<file path="src/rtl/conv3x3_engine.sv">
// conv3x3_engine: streaming 3x3 convolution, 8u pixels x 8s coefficients, SHIFT then clamp to 0..255 (CONV3X3_ABS_EN: |neg| instead of 0).
// Latency: pix_out/out_valid 3 cycles after the accepted pixel closing a window; frame_done 1 cycle after a frame's last pixel.
// Backpressure: none; the pipeline free-runs and gaps in enable/in_valid become gaps in out_valid.
module conv3x3_engine #(
    parameter int WIDTH  = 640,
    parameter int HEIGHT = 480,
    parameter int SHIFT  = 0
) (
    input  logic       clk,
    input  logic       reset,
    input  logic       enable,
    input  logic       in_valid,
    input  logic [7:0] row0,
    input  logic [7:0] row1,
    input  logic [7:0] row2,
    input  logic       coef_wr,
    input  logic [3:0] coef_addr,
    input  logic [7:0] coef_data,
    output logic [7:0] pix_out,
    output logic       out_valid,
    output logic       frame_done
);

    localparam int CW = (WIDTH  > 1) ? $clog2(WIDTH)  : 1;
    localparam int RW = (HEIGHT > 1) ? $clog2(HEIGHT) : 1;
    localparam logic [CW-1:0] COL_LAST = CW'(WIDTH - 1);
    localparam logic [RW-1:0] ROW_LAST = RW'(HEIGHT - 1);

    typedef enum logic {
        FILL   = 1'b0,
        ACTIVE = 1'b1
    } state_t;

    state_t             state_q, state_d;
    logic [CW-1:0]      col_q, col_d;
    logic [RW-1:0]      row_q, row_d;
    logic [7:0]         win_q [9];
    logic [7:0]         win_d [9];
    logic               vld1_q, vld1_d;
    logic signed [7:0]  coef_q [9];
    logic signed [7:0]  coef_d [9];
    logic signed [15:0] prod_q [9];
    logic signed [15:0] prod_d [9];
    logic               vld2_q, vld2_d;
    logic [7:0]         pix_q, pix_d;
    logic               vld3_q, vld3_d;
    logic               fd_q, fd_d;

    logic               accept;
    logic signed [19:0] acc_s;
    logic signed [19:0] shifted_s;
    logic signed [19:0] mag_s;

    assign accept = enable & in_valid;

    function automatic logic signed [15:0] mul8(input logic [7:0] p, input logic signed [7:0] c);
        return $signed({8'd0, p}) * $signed({{8{c[7]}}, c});
    endfunction

    // Window is kept in raster order: index r*3+c, c=2 is the newest column.
    always_comb begin
        state_d = state_q;
        col_d   = col_q;
        row_d   = row_q;
        win_d   = win_q;
        vld1_d  = 1'b0;
        fd_d    = 1'b0;
        if (accept) begin
            for (int r = 0; r < 3; r++) begin
                win_d[r*3]     = win_q[r*3 + 1];
                win_d[r*3 + 1] = win_q[r*3 + 2];
            end
            win_d[2] = row0;
            win_d[5] = row1;
            win_d[8] = row2;
            vld1_d   = (state_q == ACTIVE);
            if (col_q == COL_LAST) begin
                col_d = '0;
                fd_d  = (row_q == ROW_LAST);
                row_d = (row_q == ROW_LAST) ? '0 : row_q + 1'b1;
            end else begin
                col_d = col_q + 1'b1;
            end
            if (state_q == FILL && col_q == CW'(1)) begin
                state_d = ACTIVE;
            end else if (state_q == ACTIVE && col_q == COL_LAST) begin
                state_d = FILL;
            end
        end
    end

    always_comb begin
        coef_d = coef_q;
        if (coef_wr && (coef_addr < 4'd9)) begin
            coef_d[coef_addr] = coef_data;
        end
    end

    always_comb begin
        for (int k = 0; k < 9; k++) begin
            prod_d[k] = mul8(win_q[k], coef_q[k]);
        end
        vld2_d = vld1_q;
    end

    // Nine 16-bit products need at most 20 bits signed before the shift.
    always_comb begin
        acc_s = '0;
        for (int k = 0; k < 9; k++) begin
            acc_s = acc_s + {{4{prod_q[k][15]}}, prod_q[k]};
        end
        shifted_s = acc_s >>> SHIFT;
        if (shifted_s[19]) begin
`ifdef CONV3X3_ABS_EN
            mag_s = -shifted_s;
`else
            mag_s = '0;
`endif
        end else begin
            mag_s = shifted_s;
        end
        pix_d  = (mag_s[19:8] != '0) ? 8'hFF : mag_s[7:0];
        vld3_d = vld2_q;
    end

    always_ff @(posedge clk or posedge reset) begin
        if (reset) begin
            state_q <= FILL;
            col_q   <= '0;
            row_q   <= '0;
            vld1_q  <= 1'b0;
            vld2_q  <= 1'b0;
            vld3_q  <= 1'b0;
            pix_q   <= '0;
            fd_q    <= 1'b0;
            for (int k = 0; k < 9; k++) begin
                win_q[k]  <= '0;
                prod_q[k] <= '0;
                coef_q[k] <= (k == 4) ? 8'sd1 : 8'sd0;
            end
        end else begin
            state_q <= state_d;
            col_q   <= col_d;
            row_q   <= row_d;
            vld1_q  <= vld1_d;
            vld2_q  <= vld2_d;
            vld3_q  <= vld3_d;
            pix_q   <= pix_d;
            fd_q    <= fd_d;
            win_q   <= win_d;
            prod_q  <= prod_d;
            coef_q  <= coef_d;
        end
    end

    assign pix_out    = pix_q;
    assign out_valid  = vld3_q;
    assign frame_done = fd_q;

endmodule
</file>
<file path="config.mk">
export PLATFORM = sky130hd
export DESIGN_NAME = conv3x3_engine
export DESIGN_NICKNAME = d
export VERILOG_FILES = /design/src/rtl/conv3x3_engine.sv
export SDC_FILE = /design/constraint.sdc
export NUM_CORES = 2
export LEC_CHECK = 0
export ABC_AREA = 1
export CORE_ASPECT_RATIO = 0.6
export CORE_MARGIN = 1
export CORE_UTILIZATION = 59
export DETAILED_ROUTE_END_ITERATION = 12
export GPL_TIMING_DRIVEN = 0
export PLACE_DENSITY = 0.79
export SLEW_MARGIN = 40
export SYNTH_ARGS = -nofsm -noshare
export SYNTH_HDL_FRONTEND = slang
export SYNTH_SLANG_ARGS = --single-unit
export TNS_END_PERCENT = 1
</file>
<file path="constraint.sdc">
create_clock -name clk -period 10 [get_ports clk]
set_clock_uncertainty 0.2 [all_clocks]
set_input_delay 1 -clock clk [delete_from_list [all_inputs] [get_ports clk]]
set_output_delay 1 -clock clk [all_outputs]
set_load 0.05 [all_outputs]
</file>
==> results.py <==
metrics = {
    "status": {
        "status": "finished clean",
    },
    "grt": {
        "grt_pass1_vias": 26706,
        "grt_use_met3": 0.0923,
        "grt_max_degree": 27,
        "antenna_found_initial": 3,
        "grt_pass1_wl_mm": 146,
        "gr-max-usage-layer": "met1",
        "grt_util_met1": 0.483,
        "grt_use_met2": 0.448,
        "gr-total-overflow": 0,
        "grt_usage": 0.320,
    },
    "cts": {
        "cts-root-buf": "clkbuf_16",
        "cts_tree": "done",
        "cts.clk_slew.worst_paths_ns": 0.07,
        "postCtsHoldBufs": 0,
        "htreeDepth": 2,
        "postCtsResizedCells": 0,
        "post-cts-setup-buffers": 0,
        "numClockSinks": 320,
        "clock_latency_ns": 0.54,
        "clockBufferDepth": 3,
        "numCtsBuffers": 34,
    },
    "synth": {
        "yosys.area.top_type_share": 0.263,
        "yosysSeqAreaShare": 0.235,
        "synth_area_per_cell_um2": 8.49,
        "yosys-top-cells-area": "fa_1, dfrtp_1, ha_1, inv_1, nand2_1",
        "synthFlopType": "dfrtp_1",
        "ys_types": 46,
        "syn_nets": 4888,
        "synth-edff-count": 0,
        "synth_async_sr_flop_share": 1.00,
        "syn_inst": 4016,
        "synth-seq-cells": 320,
        "ys_warn_count": 0,
        "synth_top_area_cell": "fa_1",
        "netlist_area_mm2": 0.0341,
    },
    "timing": {
        "setup_viol": 0,
        "slew_violations": 0,
        "hold_viol": 0,
        "max-slew-margin-rel": 0.401,
        "layout_min_cycle_time_ns": 5.11,
        "tns_ns": 0,
        "rsz0062_at_grt": "no",
        "fin_crit_sh": 0.511,
        "layout_setup_ws_ns": 4.89,
        "worst_slew_pin_slew_ns": 0.898,
        "fmax_mhz": 196,
    },
    "routing": {
        "ant_nets": 0,
        "firstDrtPassIters": 8,
        "wl_mm": 89.4,
        "vias_per_cell": 5.34,
        "dr_total_vias": 26160,
        "drc": 0,
        "wire_per_inst_um": 18.2,
        "first_iter_violations": 2519,
    },
    "finish": {
        "drive_gt1_frac": 0.0335,
        "layout_commonest_cell": "inv_1",
        "nets": 4990,
        "n_fill_cell": 4448,
        "final_cell_mix": "inv_1, nand2_1, fa_1, ha_1, dfrtp_1",
        "area_delta_synth_final_pct": 8.84,
        "diodes": 0,
    },
    "floorplan": {
        "initial_core_util": 0.604,
        "core_area_mm2": 0.0564,
        "rows": 67,
        "io_pins": 51,
        "die_w_um": 312,
        "dieHeight_um": 188,
        "die_area_mm2": 0.0588,
    },
    "job": {
        "drv_cap": 0,
    },
    "worst_setup_path": {
        "start_kind": "register",
        "crit_path_end_kind": "register",
        "crit_top_cell": "fa_1",
        "cp.required_ns": 10.17,
        "cp.arrival_ns": 5.28,
        "critical-path-top-delay-family": "adder cells",
        "cp_cell_sequence": "clkbuf_1, inv_1, fa_1, fa_1, fa_1, inv_1, fa_1, ha_1, a21oi_1, o21ai_0, a21oi_1, inv_1, nand4_1, nand2_1, xor2_1",
        "max_stage_delay_ns": 0.56,
        "crit_buf_inv": 4,
        "crit_slowest_cell": "fa_1",
        "cp_max_fo": 9,
        "criticalPathCategory": "reg2reg",
    },
    "place": {
        "pre_cts_ws_ns": 5.12,
        "routabilityCongestion": 0.973,
        "port_buffers": 50,
        "hpwl_mm": 71.9,
    },
    "min_path": {
        "hp-class": "reg2reg",
    },
}
## Yosys cell counts, types with 9 or more instances
library cell / instances
a21o_1: 9
o21ai_1: 26
clkbuf_1: 159
o31ai_1: 15
o21ai_0: 140
nor2_1: 86
a21oi_1: 99
fa_1: 448
nand2_1: 929
nand3_1: 55
xnor2_1: 54
inv_1: 1090
nand4_1: 15
or2_2: 20
ha_1: 383
xor2_1: 73
dfrtp_1: 319
nor3_1: 23
## worst paths after layout
kind	slack (ns)	start	cells past startpoint	endpoint
worst max-delay path	4.89	coef_q[39]	15	prod_q[79]
worst min-delay path	0.15	vld1_q	0	vld2_q
worst max register to register	4.89	coef_q[39]	15	prod_q[79]
worst min register to register	0.15	vld1_q	0	vld2_q
max in group asynchronous	7.92	reset	7	win_q[27]
min in group asynchronous	0.67	reset	3	pix_out[7]
## routing by layer
layer	up-vias	share of wire	wire length, um
met1	12821	0.44	39600
met5	-	0	0
li1	11961	-	-
met2	1222	0.40	36000
met4	0	0.031	2780
met3	156	0.12	11100
## final cells by class
class	count	area, um2	area share
clock inverters	14	186	0.00502
repair buffers	66	833	0.0225
multi-input cells	2438	21300	0.575
well taps	759	950	0.0256
flip-flops and latches	320	8010	0.216
inverters	1092	4100	0.111
clock buffers	48	1040	0.0280
plain buffers	166	661	0.0178
## stage by stage
stage | hold slack (ns) | util | instances | area, um2
floorplan | 0.131 | - | 4016 | 34100
global placement | 0.136 | 0.630 | 4825 | 35500
detailed placement | 0.136 | 0.636 | 4841 | 35900
CTS | 0.149 | 0.658 | 4903 | 37100
global route | 0.170 | 0.658 | 4903 | 37100
finish | 0.150 | 0.658 | 4903 | 37100
## state kept, by name, indices dropped and copies added (netlist names)
register,flops
out_valid,1
pix_out,8
vld2_q,1
frame_done,1
prod_q,144
col_q,10
row_q,9
state_q,1
vld1_q,1
win_q,72
coef_q,72
## cell families (layout without fill, tap and decap cells)
group,after synthesis,count (layout),share of synthesized area
simple gates,1160,1160,0.138
compound gates,320,320,0.0515
flops,320,320,0.235
fa+ha+maj,831,831,0.404
buf+inv,1258,1386,0.139
xor+xnor,127,127,0.0326
Power is left out: the tool's default activity adds up to more than one toggle a clock period on the data nets, which glitch-free logic cannot reach.
